<file path="src/rtl/inside_query_drv_if.sv">
// Result-beat stream from inside_query_drv to its consumer.
// The driver uses the master modport; the consumer uses slave and supplies res_ready.
interface inside_query_drv_if #(
  parameter int N = 8
);
  logic                res_valid;
  logic                res_ready;
  logic signed [N+1:0] res_x;
  logic signed [N+1:0] res_y;
  logic                res_in;

  modport master (output res_valid, res_x, res_y, res_in, input res_ready);
  modport slave  (input res_valid, res_x, res_y, res_in, output res_ready);
endinterface

</file>
<file path="src/rtl/inside_query_drv.sv">
// Scans a jammer against a rectangular grid of points through an external in-range checker.
// Each point's checker result is emitted as one result beat.
// Optional build macro INSIDE_DRV_HIT_FILTER_EN: only points with o=1 are emitted.
module inside_query_drv #(
  parameter int N      = 8,
  parameter int SETTLE = 2   // 1..15
) (
  input  logic                clk,
  input  logic                rst_n,
  input  logic                start,
  input  logic signed [N-1:0] xJ,
  input  logic signed [N-1:0] yJ,
  input  logic [N:0]          rJ,
  input  logic signed [N+1:0] x_min,
  input  logic signed [N+1:0] y_min,
  input  logic [N-1:0]        step,
  input  logic [N-1:0]        cols,
  input  logic [N-1:0]        rows,
  output logic [2*N+3:0]      g_input,
  output logic [3*N:0]        e_input,
  input  logic                o,
  output logic                busy,
  output logic                done,
  output logic [2*N:0]        hit_count,
  inside_query_drv_if.master  res
);

  typedef enum logic [1:0] {IDLE, DRIVE, EMIT, FIN} state_e;

  typedef struct packed {
    logic [3:0]   cnt;
    logic [N-1:0] xj;
    logic [N-1:0] yj;
    logic [N:0]   rj;
    logic [N-1:0] step;
    logic [N+1:0] x_min;
    logic [N-1:0] cols_last;
    logic [N-1:0] rows_last;
    logic [N-1:0] col;
    logic [N-1:0] row;
    logic [N+1:0] xp;
    logic [N+1:0] yp;
    logic [N+1:0] res_x;
    logic [N+1:0] res_y;
    logic         res_in;
    logic [2*N:0] hit;
  } dp_t;

  localparam logic [3:0] CNT_LAST = 4'(SETTLE - 1);

  state_e       state_q, state_d;
  dp_t          dp_q, dp_d;
  logic         advance;
  logic         last_pt;
  logic [N+1:0] step_ext;

  assign step_ext = {2'b00, dp_q.step};
  assign last_pt  = (dp_q.col == dp_q.cols_last) && (dp_q.row == dp_q.rows_last);

  always_comb begin
    // NOTE: every variable gets its hold value first so no path through the case can infer a latch.
    state_d = state_q;
    dp_d    = dp_q;
    advance = 1'b0;

    unique case (state_q)
      IDLE: begin
        if (start) begin
          state_d        = DRIVE;
          dp_d.xj        = xJ;
          dp_d.yj        = yJ;
          dp_d.rj        = rJ;
          dp_d.step      = step;
          dp_d.x_min     = x_min;
          dp_d.cols_last = (cols == '0) ? '0 : cols - 1'b1;
          dp_d.rows_last = (rows == '0) ? '0 : rows - 1'b1;
          dp_d.col       = '0;
          dp_d.row       = '0;
          dp_d.xp        = x_min;
          dp_d.yp        = y_min;
          dp_d.hit       = '0;
          dp_d.cnt       = '0;
        end
      end
      DRIVE: begin
        if (dp_q.cnt == CNT_LAST) begin
          dp_d.res_x  = dp_q.xp;
          dp_d.res_y  = dp_q.yp;
          dp_d.res_in = o;
          if (o) dp_d.hit = dp_q.hit + 1'b1;
`ifdef INSIDE_DRV_HIT_FILTER_EN
          if (o) state_d = EMIT;
          else   advance = 1'b1;
`else
          state_d = EMIT;
`endif
        end else begin
          dp_d.cnt = dp_q.cnt + 1'b1;
        end
      end
      EMIT: begin
        if (res.res_ready) advance = 1'b1;
      end
      FIN: begin
        state_d = IDLE;
      end
      default: begin
        state_d = IDLE;
      end
    endcase

    // Row-major stepping by accumulation; coordinates wrap modulo 2^(N+2).
    if (advance) begin
      if (last_pt) begin
        state_d = FIN;
      end else begin
        state_d  = DRIVE;
        dp_d.cnt = '0;
        if (dp_q.col == dp_q.cols_last) begin
          dp_d.col = '0;
          dp_d.row = dp_q.row + 1'b1;
          dp_d.xp  = dp_q.x_min;
          dp_d.yp  = dp_q.yp + step_ext;
        end else begin
          dp_d.col = dp_q.col + 1'b1;
          dp_d.xp  = dp_q.xp + step_ext;
        end
      end
    end
  end

  // NOTE: state is updated with non-blocking assignments only, so all registers see pre-edge values.
  always_ff @(posedge clk) begin
    if (!rst_n) begin
      state_q <= IDLE;
      dp_q    <= '0;
    end else begin
      state_q <= state_d;
      dp_q    <= dp_d;
    end
  end

  assign busy          = (state_q != IDLE);
  assign done          = (state_q == FIN);
  assign hit_count     = dp_q.hit;
  assign g_input       = {dp_q.xp, dp_q.yp};
  assign e_input       = {dp_q.xj, dp_q.yj, dp_q.rj};
  assign res.res_valid = (state_q == EMIT);
  assign res.res_x     = dp_q.res_x;
  assign res.res_y     = dp_q.res_y;
  assign res.res_in    = dp_q.res_in;

endmodule

</file>
<file path="src/flat_wrapper.sv">
// flat-port wrapper written by rule: the top's interface ports become plain ports
module inside_query_drv_flat 
#(
  parameter int N      = 8,
  parameter int SETTLE = 2           
)
  (clk, rst_n, start, xJ, yJ, rJ, x_min, y_min, step, cols, rows, g_input, e_input, o, busy, done, hit_count, res_res_valid, res_res_x, res_res_y, res_res_in, res_res_ready);
  inside_query_drv_if #(.N(N)) res_i ();
  input  logic clk;
  input  logic rst_n;
  input  logic start;
  input  logic signed [N-1:0] xJ;
  input  logic signed [N-1:0] yJ;
  input  logic [N:0] rJ;
  input  logic signed [N+1:0] x_min;
  input  logic signed [N+1:0] y_min;
  input  logic [N-1:0] step;
  input  logic [N-1:0] cols;
  input  logic [N-1:0] rows;
  output logic [2*N+3:0] g_input;
  output logic [3*N:0] e_input;
  input  logic o;
  output logic busy;
  output logic done;
  output logic [2*N:0] hit_count;
  output wire logic [$bits(res_i.res_valid)-1:0] res_res_valid;
  output wire logic [$bits(res_i.res_x)-1:0] res_res_x;
  output wire logic [$bits(res_i.res_y)-1:0] res_res_y;
  output wire logic [$bits(res_i.res_in)-1:0] res_res_in;
  input wire logic [$bits(res_i.res_ready)-1:0] res_res_ready;
  assign res_res_valid = res_i.res_valid;
  assign res_res_x = res_i.res_x;
  assign res_res_y = res_i.res_y;
  assign res_res_in = res_i.res_in;
  assign res_i.res_ready = res_res_ready;
  inside_query_drv #(.N(N), .SETTLE(SETTLE)) u_core (.clk(clk), .rst_n(rst_n), .start(start), .xJ(xJ), .yJ(yJ), .rJ(rJ), .x_min(x_min), .y_min(y_min), .step(step), .cols(cols), .rows(rows), .g_input(g_input), .e_input(e_input), .o(o), .busy(busy), .done(done), .hit_count(hit_count), .res(res_i));
endmodule
</file>
<file path="config.mk">
export PLATFORM = sky130hd
export DESIGN_NAME = inside_query_drv_flat
export DESIGN_NICKNAME = d
export VERILOG_FILES = /design/src/rtl/inside_query_drv_if.sv /design/src/rtl/inside_query_drv.sv /design/src/flat_wrapper.sv
export SDC_FILE = /design/constraint.sdc
export NUM_CORES = 1
export LEC_CHECK = 0
export CAP_MARGIN = 5
export CORE_AREA = 5 5 125 127
export CTS_BUF_LIST = sky130_fd_sc_hd__clkbuf_4 sky130_fd_sc_hd__clkbuf_8 sky130_fd_sc_hd__clkbuf_16
export CTS_CLUSTER_DIAMETER = 80
export DETAILED_ROUTE_END_ITERATION = 10
export DIE_AREA = 0 0 130 132
export PLACE_DENSITY = 0.76
export SETUP_SLACK_MARGIN = 0.05
export SYNTH_ARGS = -nofsm -noshare
export SYNTH_HDL_FRONTEND = slang
export SYNTH_SLANG_ARGS = --single-unit
</file>
<file path="constraint.sdc">
create_clock -name clk -period 2.5 [get_ports clk]
set_clock_uncertainty 0.1 [all_clocks]
set_input_delay 0.25 -clock clk [delete_from_list [all_inputs] [get_ports clk]]
set_output_delay 0.25 -clock clk [all_outputs]
set_load 0.05 [all_outputs]
</file>
==> run metrics, run 1 <==
# diodes 0; Slew headroom 0.5014; setup TNS 0 ns; First-pass DRT Iterations 4; CP bufs+invs 1; Die ar. 17160 um^2; CTS HTree Levels 4; Starting DRT DRC Count 363; Min Hold Slack 0.2715 ns; Final Max Slew Viols 0; NumNets Final 1078; DR WL/cell 14.90 um; Synth-to-Final Area Change 26.41%; clock transition at the registers of the reported paths 0.06 ns; Critical Path RT 2.15 ns; Critical Path Sink Type output pin; maxcap violations 0; Post-Route Utilization 0.6376; synthesized instance count 900; area of the multi-input gates 3612 um^2; Hold Buf Count CTS 0; CTS sink cnt 139; post-CTS setup buffer count 0; largest area contributor in the netlist dfxtp_1; power per cell area 706.4 nW/um^2; number of global-route vias before repair 5831; Synth Area per Inst 8.022 um^2; vias 6217; RSZ-0062 raised after global routing false; largest net degree at the start of global routing 93; row count 44; share of Yosys cell area claimed by the top area cell type 0.3854; clk buf depth 2; library cells used by synthesis 60; minimum clock period 2.247 ns; top cells by area, synth dfxtp_1 (39%), nand2_1 (11%), buf_4 (8.6%); critical path arrival 1.90 ns; Global Route met3 Usage 0.05511; status complete, no violations; first-pass GRT wire length 28.19 mm; total global-route track usage 0.2026; HPWL after detailed placement 12.76 mm; drt total wl 17.52 mm; Num CTS Buffers 17; register bit total from synthesis 139; Post-synth top flop dfxtp_1; number of synthesized flops with an enable pin 0; Worst VDD drop 0.0004718 V; Worst Hold Class in2reg; WS Path Type reg2out; busiest grt layer met2; final hold vios 0; Lkg Pwr 3.357 nW; initial core utilization 0.5044; Syn Nets 999; Routed Antenna Nets 0; Register Area 2783 um^2; root buffer cell clkbuf_16; IO Port Bufs 159; fillers 1282; layout cell share with drive strength beyond 1 0.07359; Via density 5.287; Worst-Skew Late Latency 0.42 ns; Die W 130 um; Synth Cell Area 7219 um^2; global route overflow 0; Fmax 445.0 MHz; Synth warnings 0; M1 GR Usage 0.2571; met2 usage 0.3321; CTS tree yes; critical path's top delay family buffers and inverters; DRC violations left 0; share of synthesized registers carrying an async set or reset 0; Final Setup Violations 0; Seq/Total Area, Yosys 0.3854; CP peak stage delay 0.83 ns; startpoint types flip-flop; fin crit share 0.8989; worst-path cell chain and2b_1, clkdlybuf4s50_1; Worst path slowest cell clkdlybuf4s50_1; worst-margin pin slew 0.7446 ns; antenna violations before repair 0; Ports 160; core area 14310 um^2; Worst Path Max Fanout 6; chip height 132 um; Routability Congestion 0.8397
==> layout by cell type, fill, tap and decap left out, drive strengths merged, types with 7 or more instances in the layout <==
master         count
buf               24
and3               8
a21oi             96
xor2              12
clkdlybuf4s50    159
and2               9
nor2b              9
o21ai             38
dfxtp            139
nor2              45
xnor2             40
a311oi             7
nand2            202
nand3             13
nor3              18
clkbuf            21
ha                23
inv               17
==> synth_stat cells (7+ instances only) <==
master	number
nand3_1	13
clkbuf_1	31
xor2_1	12
inv_1	17
nor2_1	45
buf_4	83
nor3_1	18
o21ai_0	38
and3_1	8
dfxtp_1	139
nand2_1	202
and2_1	7
nor2b_1	9
xnor2_1	40
a311oi_1	7
a21oi_1	96
ha_1	23
==> state kept, by name (all words and copies together), names as in the netlist <==
name               flops
u_core.hit_count      17
u_core.res.res_y      10
u_core.g_input        20
u_core.res.res_in      1
u_core.res.res_x      10
u_core.state_q         2
u_core.dp_q           54
u_core.e_input        25
==> path summary, 6_finish.rpt <==
| path | from | end | slack (ns) | depth (start not counted) |
|---|---|---|---|---|
| hold reg to reg | u_core.res.res_y[2] | u_core.res.res_y[2] | 0.35 | 2 |
| setup / recovery | u_core.state_q[1] | res_res_valid | 0.25 | 2 |
| hold / removal | rJ[5] | u_core.e_input[5] | 0.27 | 3 |
| setup reg to reg | u_core.dp_q[68] | u_core.dp_q[66] | 0.28 | 7 |
==> final cells by class <==
class | count | share of cell area
Clock buffer | 21 | 0.05196
Clock inverter | 11 | 0.01823
Inverter | 17 | 0.006992
Multi-Input combinational cell | 621 | 0.3958
Sequential cell | 139 | 0.3049
Tap cell | 184 | 0.02523
Timing Repair Buffer | 183 | 0.1969
==> cell families after synthesis <==
| group | synth area share |
|---|---|
| and+or+nand+nor | 0.2029 |
| DFF | 0.3854 |
| xor gates and xnor gates | 0.06309 |
| buffers and inverters | 0.1165 |
| adders and majority gates | 0.04541 |
| muxes | 0.006066 |
| AOI/OAI and AO/OA | 0.1806 |
==> timing repair <==
item | in CTS | in global routing
hold endpoints to repair | 0 | 0
resized for setup | 0 | 2
setup endpoints to repair | 0 | 1
==> power breakdown <==
group / switching [mW] / internal [mW] / total [mW]
combinational: 0.783 / 0.515 / 1.30
clock: 0.944 / 1.75 / 2.70
sequential: 0.108 / 2.34 / 2.45
==> per-stage QoR <==
| stage | cell area, um^2 | cells | worst slack (ns) | power [mW] |
|---|---|---|---|---|
| after floorplan | 7219 | 900 | 0.1543 | 3.405 |
| after global placement | 8473 | 1144 | 0.1825 | 3.779 |
| after detailed placement | 8473 | 1144 | 0.1086 | 3.799 |
| after CTS | 9114 | 1176 | 0.1827 | 6.497 |
| after global routing | 9126 | 1176 | 0.08757 | 6.724 |
| final | 9126 | 1176 | 0.2527 | 6.447 |
==> layer usage <==
metal,routed length [um],up-vias
li1,-,3147
met1,7616,2852
met2,8262,198
met3,1378,20
met4,261,0
met5,0,-
==> worst min-delay path, stage by stage <==
cell	delay [ns]
clkdlybuf4s50_1	0.39
nand2_1	0.05
a21oi_1	0.05
No activity file was read; power rests on OpenSTA's default activity.
==> run 2, diff against run 1 <==
--- a/config.mk
+++ b/config.mk
@@ -16,3 +16,4 @@
 export SYNTH_ARGS = -nofsm -noshare
 export SYNTH_HDL_FRONTEND = slang
 export SYNTH_SLANG_ARGS = --single-unit
+export TNS_END_PERCENT = 20
==> results of run 2 <==
Same layout as run 1: the final DEF is identical, and so are final timing and power.
